## config.mk

```make
export PLATFORM = sky130hd
export DESIGN_NAME = mc_ctrl
export DESIGN_NICKNAME = d
export VERILOG_FILES = /design/src/rtl/mc_pkg.sv /design/src/rtl/mc_alu_dec.sv /design/src/rtl/mc_ctrl.sv
export SDC_FILE = /design/constraint.sdc
export NUM_CORES = 1
export LEC_CHECK = 0
export BUFFER_PORTS_ARGS = -buffer_cell sky130_fd_sc_hd__buf_2
export CORE_MARGIN = 8
export CORE_UTILIZATION = 48
export DETAILED_ROUTE_END_ITERATION = 8
export GPL_TIMING_DRIVEN = 1
export PLACE_DENSITY = 0.89
export SYNTH_ARGS = -nofsm -noshare
export SYNTH_HDL_FRONTEND = slang
export SYNTH_SLANG_ARGS = --single-unit
```

## constraint.sdc

```tcl
create_clock -name clk_i -period 2.4 [get_ports clk_i]
set_clock_uncertainty 0.05 [all_clocks]
set_input_delay 0.36 -clock clk_i [delete_from_list [all_inputs] [get_ports clk_i]]
set_output_delay 0.36 -clock clk_i [all_outputs]
set_load 0.01 [all_outputs]
```

## src/rtl/mc_pkg.sv

```systemverilog
// Shared encodings for the multicycle sequencing controller.
package mc_pkg;

  typedef enum logic [2:0] {
    S_FETCH  = 3'd0,
    S_DECODE = 3'd1,
    S_EXEC   = 3'd2,
    S_MEM    = 3'd3,
    S_WB     = 3'd4,
    S_HALT   = 3'd5
  } state_e;

  localparam logic [6:0] OP_R      = 7'b0110011;
  localparam logic [6:0] OP_I      = 7'b0010011;
  localparam logic [6:0] OP_LOAD   = 7'b0000011;
  localparam logic [6:0] OP_STORE  = 7'b0100011;
  localparam logic [6:0] OP_BRANCH = 7'b1100011;
  localparam logic [6:0] OP_JAL    = 7'b1101111;
  localparam logic [6:0] OP_JALR   = 7'b1100111;
  localparam logic [6:0] OP_LUI    = 7'b0110111;
  localparam logic [6:0] OP_AUIPC  = 7'b0010111;

  typedef enum logic [3:0] {
    ALU_ADD   = 4'd0,
    ALU_SUB   = 4'd1,
    ALU_SLL   = 4'd2,
    ALU_SLT   = 4'd3,
    ALU_SLTU  = 4'd4,
    ALU_XOR   = 4'd5,
    ALU_SRL   = 4'd6,
    ALU_SRA   = 4'd7,
    ALU_OR    = 4'd8,
    ALU_AND   = 4'd9,
    ALU_PASSB = 4'd10
  } alu_op_e;

  typedef enum logic [1:0] {
    WB_ALU  = 2'd0,
    WB_LOAD = 2'd1,
    WB_PC4  = 2'd2
  } wb_sel_e;

  function automatic logic is_legal_op(input logic [6:0] op);
    return (op == OP_R)      || (op == OP_I)     || (op == OP_LOAD) ||
           (op == OP_STORE)  || (op == OP_BRANCH) || (op == OP_JAL) ||
           (op == OP_JALR)   || (op == OP_LUI)   || (op == OP_AUIPC);
  endfunction

endpackage

```

## src/rtl/mc_alu_dec.sv

```systemverilog
// ALU operation decode from opcode, funct3 and funct7[5].
module mc_alu_dec
  import mc_pkg::*;
(
  input  logic [6:0] opcode_i,
  input  logic [2:0] funct3_i,
  input  logic       funct7b5_i,
  output alu_op_e    alu_op_o
);

  // Only R/I-type use the funct fields; everything else adds or passes B.
  always_comb begin
    alu_op_o = ALU_ADD;
    if (opcode_i == OP_LUI) begin
      alu_op_o = ALU_PASSB;
    end else if (opcode_i == OP_R || opcode_i == OP_I) begin
      unique case (funct3_i)
        3'b000: alu_op_o = (opcode_i == OP_R && funct7b5_i) ? ALU_SUB : ALU_ADD;
        3'b001: alu_op_o = ALU_SLL;
        3'b010: alu_op_o = ALU_SLT;
        3'b011: alu_op_o = ALU_SLTU;
        3'b100: alu_op_o = ALU_XOR;
        3'b101: alu_op_o = funct7b5_i ? ALU_SRA : ALU_SRL;
        3'b110: alu_op_o = ALU_OR;
        default: alu_op_o = ALU_AND;
      endcase
    end
  end

endmodule

```

## src/rtl/mc_ctrl.sv

```systemverilog
// Multicycle Moore sequencing controller for the RV32I datapath.
module mc_ctrl
  import mc_pkg::*;
(
  input  logic        clk_i,
  input  logic        rst_ni,
  input  logic [31:0] instr_i,
  input  logic        br_less_i,
  input  logic        br_equal_i,
  input  logic        mem_ack_i,
  output logic        mem_req_o,
  output logic        mem_we_o,
  output logic        mem_addr_sel_o,
  output logic        ir_wren_o,
  output logic        pc_wren_o,
  output logic        br_sel_o,
  output logic        rd_wren_o,
  output logic        op_a_sel_o,
  output logic        op_b_sel_o,
  output logic        br_unsigned_o,
  output logic [3:0]  alu_op_o,
  output logic [1:0]  wb_sel_o,
  output logic [2:0]  state_o,
  output logic        instr_done_o,
  output logic [31:0] minstret_o,
  output logic        illegal_o
);

  state_e      state_q;
  logic [31:0] minstret_q;
  logic        illegal_q;
  alu_op_e     dec_op;

  logic [6:0] opcode;
  logic [2:0] funct3;
  logic       is_r, is_load, is_store, is_branch, is_jump, is_jal, is_auipc;
  logic       taken;
  logic       unused_instr_bits;

  assign opcode    = instr_i[6:0];
  assign funct3    = instr_i[14:12];
  assign is_r      = (opcode == OP_R);
  assign is_load   = (opcode == OP_LOAD);
  assign is_store  = (opcode == OP_STORE);
  assign is_branch = (opcode == OP_BRANCH);
  assign is_jal    = (opcode == OP_JAL);
  assign is_jump   = is_jal || (opcode == OP_JALR);
  assign is_auipc  = (opcode == OP_AUIPC);
  assign unused_instr_bits = ^{instr_i[31], instr_i[29:15], instr_i[11:7]};

  mc_alu_dec u_alu_dec (
    .opcode_i   (opcode),
    .funct3_i   (funct3),
    .funct7b5_i (instr_i[30]),
    .alu_op_o   (dec_op)
  );

  // Branch condition from brcomp flags and funct3.
  always_comb begin
    taken = 1'b0;
    unique case (funct3)
      3'b000:          taken = br_equal_i;
      3'b001:          taken = !br_equal_i;
      3'b100, 3'b110:  taken = br_less_i;
      3'b101, 3'b111:  taken = !br_less_i;
      default:         taken = 1'b0;
    endcase
  end

  // Moore output decode; only the FETCH/MEM strobes are gated by the ack.
  always_comb begin
    mem_req_o      = 1'b0;
    mem_we_o       = 1'b0;
    mem_addr_sel_o = 1'b0;
    ir_wren_o      = 1'b0;
    pc_wren_o      = 1'b0;
    br_sel_o       = 1'b0;
    rd_wren_o      = 1'b0;
    op_a_sel_o     = 1'b0;
    op_b_sel_o     = 1'b0;
    br_unsigned_o  = 1'b0;
    alu_op_o       = ALU_ADD;
    wb_sel_o       = WB_ALU;
    instr_done_o   = 1'b0;
    // ALU controls are held from EXEC through WB so the result stays valid.
    if (state_q == S_EXEC || state_q == S_MEM || state_q == S_WB) begin
      op_a_sel_o = is_branch || is_jal || is_auipc;
      op_b_sel_o = !is_r;
      alu_op_o   = dec_op;
    end
    unique case (state_q)
      S_FETCH: begin
        mem_req_o = 1'b1;
        ir_wren_o = mem_ack_i;
      end
      S_EXEC: begin
        if (is_branch) begin
          br_unsigned_o = funct3[1];
          pc_wren_o     = 1'b1;
          br_sel_o      = taken;
          instr_done_o  = 1'b1;
        end
      end
      S_MEM: begin
        mem_req_o      = 1'b1;
        mem_addr_sel_o = 1'b1;
        mem_we_o       = is_store;
        if (mem_ack_i && is_store) begin
          pc_wren_o    = 1'b1;
          instr_done_o = 1'b1;
        end
      end
      S_WB: begin
        rd_wren_o    = 1'b1;
        pc_wren_o    = 1'b1;
        instr_done_o = 1'b1;
        br_sel_o     = is_jump;
        wb_sel_o     = is_load ? WB_LOAD : (is_jump ? WB_PC4 : WB_ALU);
      end
      default: ;
    endcase
  end

  // State sequencing, retire counter and sticky illegal flag.
  always_ff @(posedge clk_i or negedge rst_ni) begin
    if (!rst_ni) begin
      state_q    <= S_FETCH;
      minstret_q <= '0;
      illegal_q  <= 1'b0;
    end else begin
      if (instr_done_o) minstret_q <= minstret_q + 32'd1;
      unique case (state_q)
        S_FETCH:  if (mem_ack_i) state_q <= S_DECODE;
        S_DECODE: begin
          if (is_legal_op(opcode)) begin
            state_q <= S_EXEC;
          end else begin
            state_q   <= S_HALT;
            illegal_q <= 1'b1;
          end
        end
        S_EXEC: begin
          if (is_branch)                 state_q <= S_FETCH;
          else if (is_load || is_store)  state_q <= S_MEM;
          else                           state_q <= S_WB;
        end
        S_MEM:    if (mem_ack_i) state_q <= is_store ? S_FETCH : S_WB;
        S_WB:     state_q <= S_FETCH;
        default:  state_q <= S_HALT;
      endcase
    end
  end

  assign state_o    = state_q;
  assign minstret_o = minstret_q;
  assign illegal_o  = illegal_q;

endmodule
```

* Yosys cells after proc, flatten, opt, wreduce, memory -nomap -nowiden
Cells that the tools add are included.
** Word-level totals
- Bits in registers :: 36
- Bits of input ports :: 37
** Operators by class
- Add/sub/neg operators :: 1
- Equal/unequal tests :: 22
- Mux-type cells :: 31
- Bitwise operators :: 1
- Reduce and logical (&&, ||, !) cells :: 26
** Operators with widths (number)
- adder 32 x 1 -> 32 bit, second input constant :: 1
- one-hot mux 4 bit (7 select lines) :: 1
- == test 7 x 6 -> 1 bit, second input constant :: 3
- == test 7 bit, second input constant :: 3
- 2-to-1 mux 3 bit :: 6
- == test 3 bit, second input constant :: 5
- one-hot mux 3 bit (5 select lines) :: 1
- == test 7 x 5 -> 1 bit, second input constant :: 2
- logical OR 1 bit :: 14
- 2-to-1 mux 1 bit :: 14
- == test 3 x 2 -> 1 bit, second input constant :: 4
- 2-to-1 mux 4 bit :: 3
- == test 7 x 2 -> 1 bit, second input constant :: 1
- == test 3 x 1 -> 1 bit, second input constant :: 2
- logical NOT 3 bit :: 2
- 2-to-1 mux 2 bit :: 3
- OR reduction 2 bit :: 3
- != test 2 bit, second input constant :: 2
- one-hot mux 1 bit (4 select lines) :: 1
- AND reduction 2 bit :: 2
- logical NOT 1 bit :: 3
- one-hot mux 1 bit (3 select lines) :: 1
- logical AND 1 bit :: 2
- one-hot mux 1 bit (2 select lines) :: 1
- NOT 1 bit :: 1

* Logic depth before layout (Yosys ltp)
- Word-level depth :: 11
- Gate-level depth with buffers :: 7
- Gate-level depth less buffers :: 5

* By module
Synthesis repeated with hierarchy kept, for this count alone.
** Unflattened totals
- Cell total of the unflattened synthesis :: 241
- Area total of the unflattened synthesis :: 2368.5 um^2
** By module, submodules not included
- mc_ctrl :: instances 1, cells each 221, area each 2248.4 um^2, sequential area each 900.9 um^2
- mc_alu_dec :: instances 1, cells each 20, area each 120.1 um^2, sequential area each 0.0 um^2

* Worst setup path before layout
OpenSTA, ideal clock, no wires.
- Kind :: register to register
- From :: reg state_q[2], in the netlist state_o[2]
- To :: reg minstret_q[19], in the netlist minstret_o[19]
- Library setup time :: 79 ps
- Arrival time :: 1787 ps
- Required time :: 2271 ps
- Path slack :: 483 ps
- Stages on the path, launching flop included :: 8
- Path buffers :: 2
- Period minus slack after synthesis :: 1917 ps
- Path through :: dfrtp_1 clkbuf_1 nor2b_4 o2111ai_4 a21bo_4 buf_6 nor4_1 xor2_1
** Between the ends
- Longest elaborated chain between the ends :: 2
- Elaborated cells between the ends (all ways) :: 4
- Classes of those cells :: eq/ne: 3; mux: 1
** RTL lines
- from (decl) :: line mc_ctrl.sv:29 : state_e state_q;
- from (signal assigned) :: line mc_ctrl.sv:147 : S_MEM: if (mem_ack_i) state_q <= is_store ? S_FETCH : S_WB;
- == test 3 bit or == test 3 x 2 -> 1 bit (tied branches) :: line mc_ctrl.sv:91 : unique case (state_q)
- one-hot mux 1 bit (3 select lines) (*) :: line mc_ctrl.sv:91
- to (signal assigned) :: line mc_ctrl.sv:131 : if (instr_done_o) minstret_q <= minstret_q + 32'd1;
- to (decl) :: line mc_ctrl.sv:30 : logic [31:0] minstret_q;
Every way passes the cells marked *; elsewhere a longest branch is shown, timed or not.
A chain may end at the register's enable or synchronous reset.

* Worst setup path after layout
- From :: reg state_q[0], in the netlist state_o[0]
- To :: out br_sel_o
** Between the ends
- Longest elaborated chain between the ends :: 2
- Elaborated cells between the ends (all ways) :: 3
- Classes of those cells :: eq/ne: 2; mux: 1
** RTL lines
- == test 3 bit or == test 3 x 2 -> 1 bit (tied branches) :: line mc_ctrl.sv:91
- one-hot mux 1 bit (2 select lines) (*) :: line mc_ctrl.sv:91
- to (decl) :: line mc_ctrl.sv:16 : output logic br_sel_o,
Marked as above.

==> out/summary.md <==
For the post-synth design cell area, the log shows 2120 um2. For this configuration, the core starts out at a cell density of 49.4%. Setup total negative slack on the finished layout was measured at 0 ns.

When the netlist entered floorplanning its net count stood at 252. Power spread over the standard cell area amounts to 624 nW/um2. Share of the cycle needed by the critical path after routing: 90.5%. On the worst path, the slowest cell contributes a delay of 0.49 ns. Number of vias per cell: 5.49.

Global routing consumed, over all layers together, 16.0% of the routing resources. The layer flagged by global routing as most heavily used is met2. The logs give 0 for the post-CTS setup buffer count and 46.1% for the relative slew slack. The logs give 1,870 for the number of global-route vias before repair and 0.460 GHz for the highest attainable clock frequency. The routed length per instance came out at 15.2 um. Once detail routing completed, the nets flagged for antenna violations numbered 0.

TritonCTS built the clock tree. Setup violations remaining at the end of the flow were counted as 0. After technology mapping, the gate count stands at 214. The row count came out at 24. The buffer type at the clock tree root is sky130_fd_sc_hd__clkbuf_8.

CTS saw 36 sinks. Among cell families on the critical path, the largest total delay comes from simple AND/OR/NAND/NOR gates. Wire length reported by the detailed router: 5160 um. After synthesis the netlist holds a flip-flop and latch count of 36. Final critical path time including I/O delays and setup: 2.17 ns.

The tools report the hold-fix buffer count after cts as 0. During synthesis, Yosys emitted a total of 0 warnings. The logs give 0.000575 V for the worst ir drop on vdd and 325 for the final net count. Across the run, the number of max-cap violations was 0. For this run, global-route usage on met1 was measured as 19.9%.

The run gives 363 as the number of filler instances in the final layout. Number of inserted diodes: 0. Setup slack on the critical path of the routed design comes to 0.227 ns. The tools report the hold violation total from the final report as 0.

For the number of antenna violations at the first check in global routing, the log shows 0. The run gives 0.811 as the final estimated routing congestion in global placement. For this design the static power due to leakage is 0.00133 uW. Sequential cells were found to cover 42.4% of the synthesized design area.

Once the clock tree was built, the resizer swapped 0 gates to a different size. For met3 alone, demand over resource in global routing was 3.90%. For this run, the detailed router's first-pass iteration total came to 4. After detailed routing, the number of remaining DRC violations is 0. The detailed placement HPWL came out at 3880 um.

Setup repair after global routing left no endpoint under its margin. The path class of the tightest hold or removal check is in -> async. Element type at the critical path end: a primary output. After synthesis, the mean cell area works out to 9.92 um2.

The full die area is 6810 um2, and the floorplan die width is 82.5 um. The worst setup path is launched from a register. The number of top-level pins was 90.

Among all flip-flop cells after synthesis, the most frequent one is sky130_fd_sc_hd__dfrtp_1. The logs give 1,867 for the via count and 0 for the count of pins over their slew limit. Critical path's slowest cell: sky130_fd_sc_hd__dfrtp_1. Global routing consumed, on the met2 layer, 26.5% of the routing resources. For the pin with the worst max-slew slack, the measured transition is 0.808 ns.

The number of enable flip-flop cells after synthesis is 0, and the sum of buffers and inverters on the critical path is 1. In this run the vertical extent of the chip is 82.5 um. In this run the tool buffered the top-level ports with 68 buffer cells. The area after detailed placement was 2520 um2. Fraction of registers with async set or reset after synthesis: 100%. Summed over all layers, the global routing overflow is 0. Synthesis instantiated 51 different standard cells from the library.

The worst slack at placement was 0.344 ns. The finished layout cell area is 2620 um2. The run finished with clean final reports. The buffer depth of the longest clock path is 2. For the H-tree depth reported by CTS, the log shows 2. The total area inside the core boundary comes to 4290 um2. The critical path is of the reg -> out type.

STA puts the critical path data required time at 1.99 ns. For this block, the initial DRC count from the detailed router was 51. Insertion delay to the later sink of the worst-skew pair: 0.29 ns.

In this run, CTS created clock tree buffers numbering 5. Maximum number of pins on one net before global-route repair: 37. The maximum fanout count along the critical path is 12. STA puts the critical path data arrival time at 1.76 ns. The clock transition at the registers of the reported paths came out at 0.07 ns.

The first global-routing pass estimated 8690 um of wire. The post-route netlist has 32.6% of its cells at a drive strength greater than 1. Traced cell by cell, the critical path runs through nor2_1 -> nand2_2 -> nor3_1 -> o21bai_1 -> buf_2.

Compared with the post-synthesis result, the final layout area differs by 23.5%.
==> worst paths after layout <==
check                               from             end  slack [ns]  depth (start not counted)
max                           state_o[0]        br_sel_o        0.23                          5
max in group asynchronous         rst_ni   minstret_o[2]        1.68                          1
min reg2reg                    illegal_o       illegal_o        0.43                          1
max reg2reg                minstret_o[7]  minstret_o[30]        0.40                          5
min                               rst_ni  minstret_o[27]        0.10                          1
min in group clk_i             illegal_o       illegal_o        0.43                          1
==> layout make-up <==
cell class / count / area (um2) / share of cell area, %
inverters: 7 / 26.3 / 1.00
repair buffers: 73 / 378 / 14.4
clock buffers: 7 / 86.3 / 3.29
well taps: 52 / 65.1 / 2.48
flip-flops and latches: 36 / 901 / 34.4
clock inverters: 1 / 7.51 / 0.286
multi-input cells: 164 / 1160 / 44.2
==> flip-flops by register name (all words and copies together), names as in the netlist <==
| register | flops |
|---|---|
| illegal_o | 1 |
| state_o | 3 |
| minstret_o | 32 |
==> worst register-to-register path, cell delays in order, from the launching register on <==
cell,delay (ns)
sky130_fd_sc_hd__dfrtp_1,0.45
sky130_fd_sc_hd__and4_4,0.28
sky130_fd_sc_hd__nand3_4,0.14
sky130_fd_sc_hd__or4_4,0.62
sky130_fd_sc_hd__nor3b_2,0.22
sky130_fd_sc_hd__xor2_1,0.17
==> placed cells by master, fill, tap and decap left out, types with 2 or more instances in the layout <==
cell type                  count
sky130_fd_sc_hd__a211oi_1      2
sky130_fd_sc_hd__a21oi_1       9
sky130_fd_sc_hd__and2_1        2
sky130_fd_sc_hd__and2b_1       2
sky130_fd_sc_hd__and3_1        4
sky130_fd_sc_hd__and4_1        3
sky130_fd_sc_hd__buf_2        68
sky130_fd_sc_hd__buf_4         5
sky130_fd_sc_hd__clkbuf_8      6
sky130_fd_sc_hd__dfrtp_1      36
sky130_fd_sc_hd__inv_1         7
sky130_fd_sc_hd__nand2_1      14
sky130_fd_sc_hd__nand2b_1      5
sky130_fd_sc_hd__nand3_1       8
sky130_fd_sc_hd__nand4_1       8
sky130_fd_sc_hd__nor2_1       10
sky130_fd_sc_hd__nor3_1       12
sky130_fd_sc_hd__nor3b_1       2
sky130_fd_sc_hd__nor3b_2       3
sky130_fd_sc_hd__nor4_1       11
sky130_fd_sc_hd__o21ai_0       5
sky130_fd_sc_hd__o21bai_1      2
sky130_fd_sc_hd__o22ai_1       2
sky130_fd_sc_hd__o31a_1        2
sky130_fd_sc_hd__xnor2_1       9
sky130_fd_sc_hd__xor2_1       24
==> stage by stage <==
step,hold WS (ns),utilization [%],cells,total power [uW]
2_1_floorplan,0.0144,-,214,1040
4_1_cts,0.127,61.0,340,1660
5_1_grt,0.170,61.0,340,1740
3_3_place_gp,0.392,58.8,332,1190
3_5_place_dp,0.405,58.8,332,1210
6_report,0.103,61.0,340,1640
==> power breakdown <==
part	switching, uW	internal, uW	total [uW]
registers	93.9	664	758
clock network	215	233	448
logic	242	188	430
total	551	1090	1640
==> synthesized netlist by cell type, types with 2 or more instances <==
cell type                  number  area share, %
sky130_fd_sc_hd__dfrtp_1       36             42
sky130_fd_sc_hd__xor2_1        24            9.9
sky130_fd_sc_hd__nand2_1       15            2.7
sky130_fd_sc_hd__nor3_1        12            2.8
sky130_fd_sc_hd__nor4_1        11            3.2
sky130_fd_sc_hd__nor2_1        10            1.8
sky130_fd_sc_hd__a21oi_1        9            2.1
sky130_fd_sc_hd__xnor2_1        9            3.7
sky130_fd_sc_hd__nand3_1        8            1.9
sky130_fd_sc_hd__nand4_1        8            2.4
sky130_fd_sc_hd__inv_1          7            1.2
sky130_fd_sc_hd__nand2b_1       5            1.5
sky130_fd_sc_hd__o21ai_0        5            1.2
sky130_fd_sc_hd__and3_1         4            1.2
sky130_fd_sc_hd__and4_1         3            1.2
sky130_fd_sc_hd__buf_2          3           0.71
sky130_fd_sc_hd__nor3b_2        3            1.8
sky130_fd_sc_hd__a211oi_1       2           0.71
sky130_fd_sc_hd__and2_1         2           0.59
sky130_fd_sc_hd__and2b_1        2           0.71
sky130_fd_sc_hd__clkbuf_1       2           0.35
sky130_fd_sc_hd__nor3b_1        2           0.71
sky130_fd_sc_hd__o21bai_1       2           0.71
sky130_fd_sc_hd__o22ai_1        2           0.59
sky130_fd_sc_hd__o31a_1         2           0.83
==> metal layers <==
metal / vias up / wire length (um)
met3: 6 / 455
met2: 63 / 2420
li1: 916 / -
met5: - / 0
met1: 882 / 2220
met4: 0 / 61
==> cells by family after synthesis <==
kind of cell | share of synthesized area, %
AND/OR/NAND/NOR | 29.2
AO/OA/AOI/OAI | 9.96
buffers and inverters | 3.18
adder cells (fa/ha/maj) | 1.06
multiplexers | 0.530
flip-flops | 42.4
XOR/XNOR | 13.6
Power figures use the tool's default switching activity.
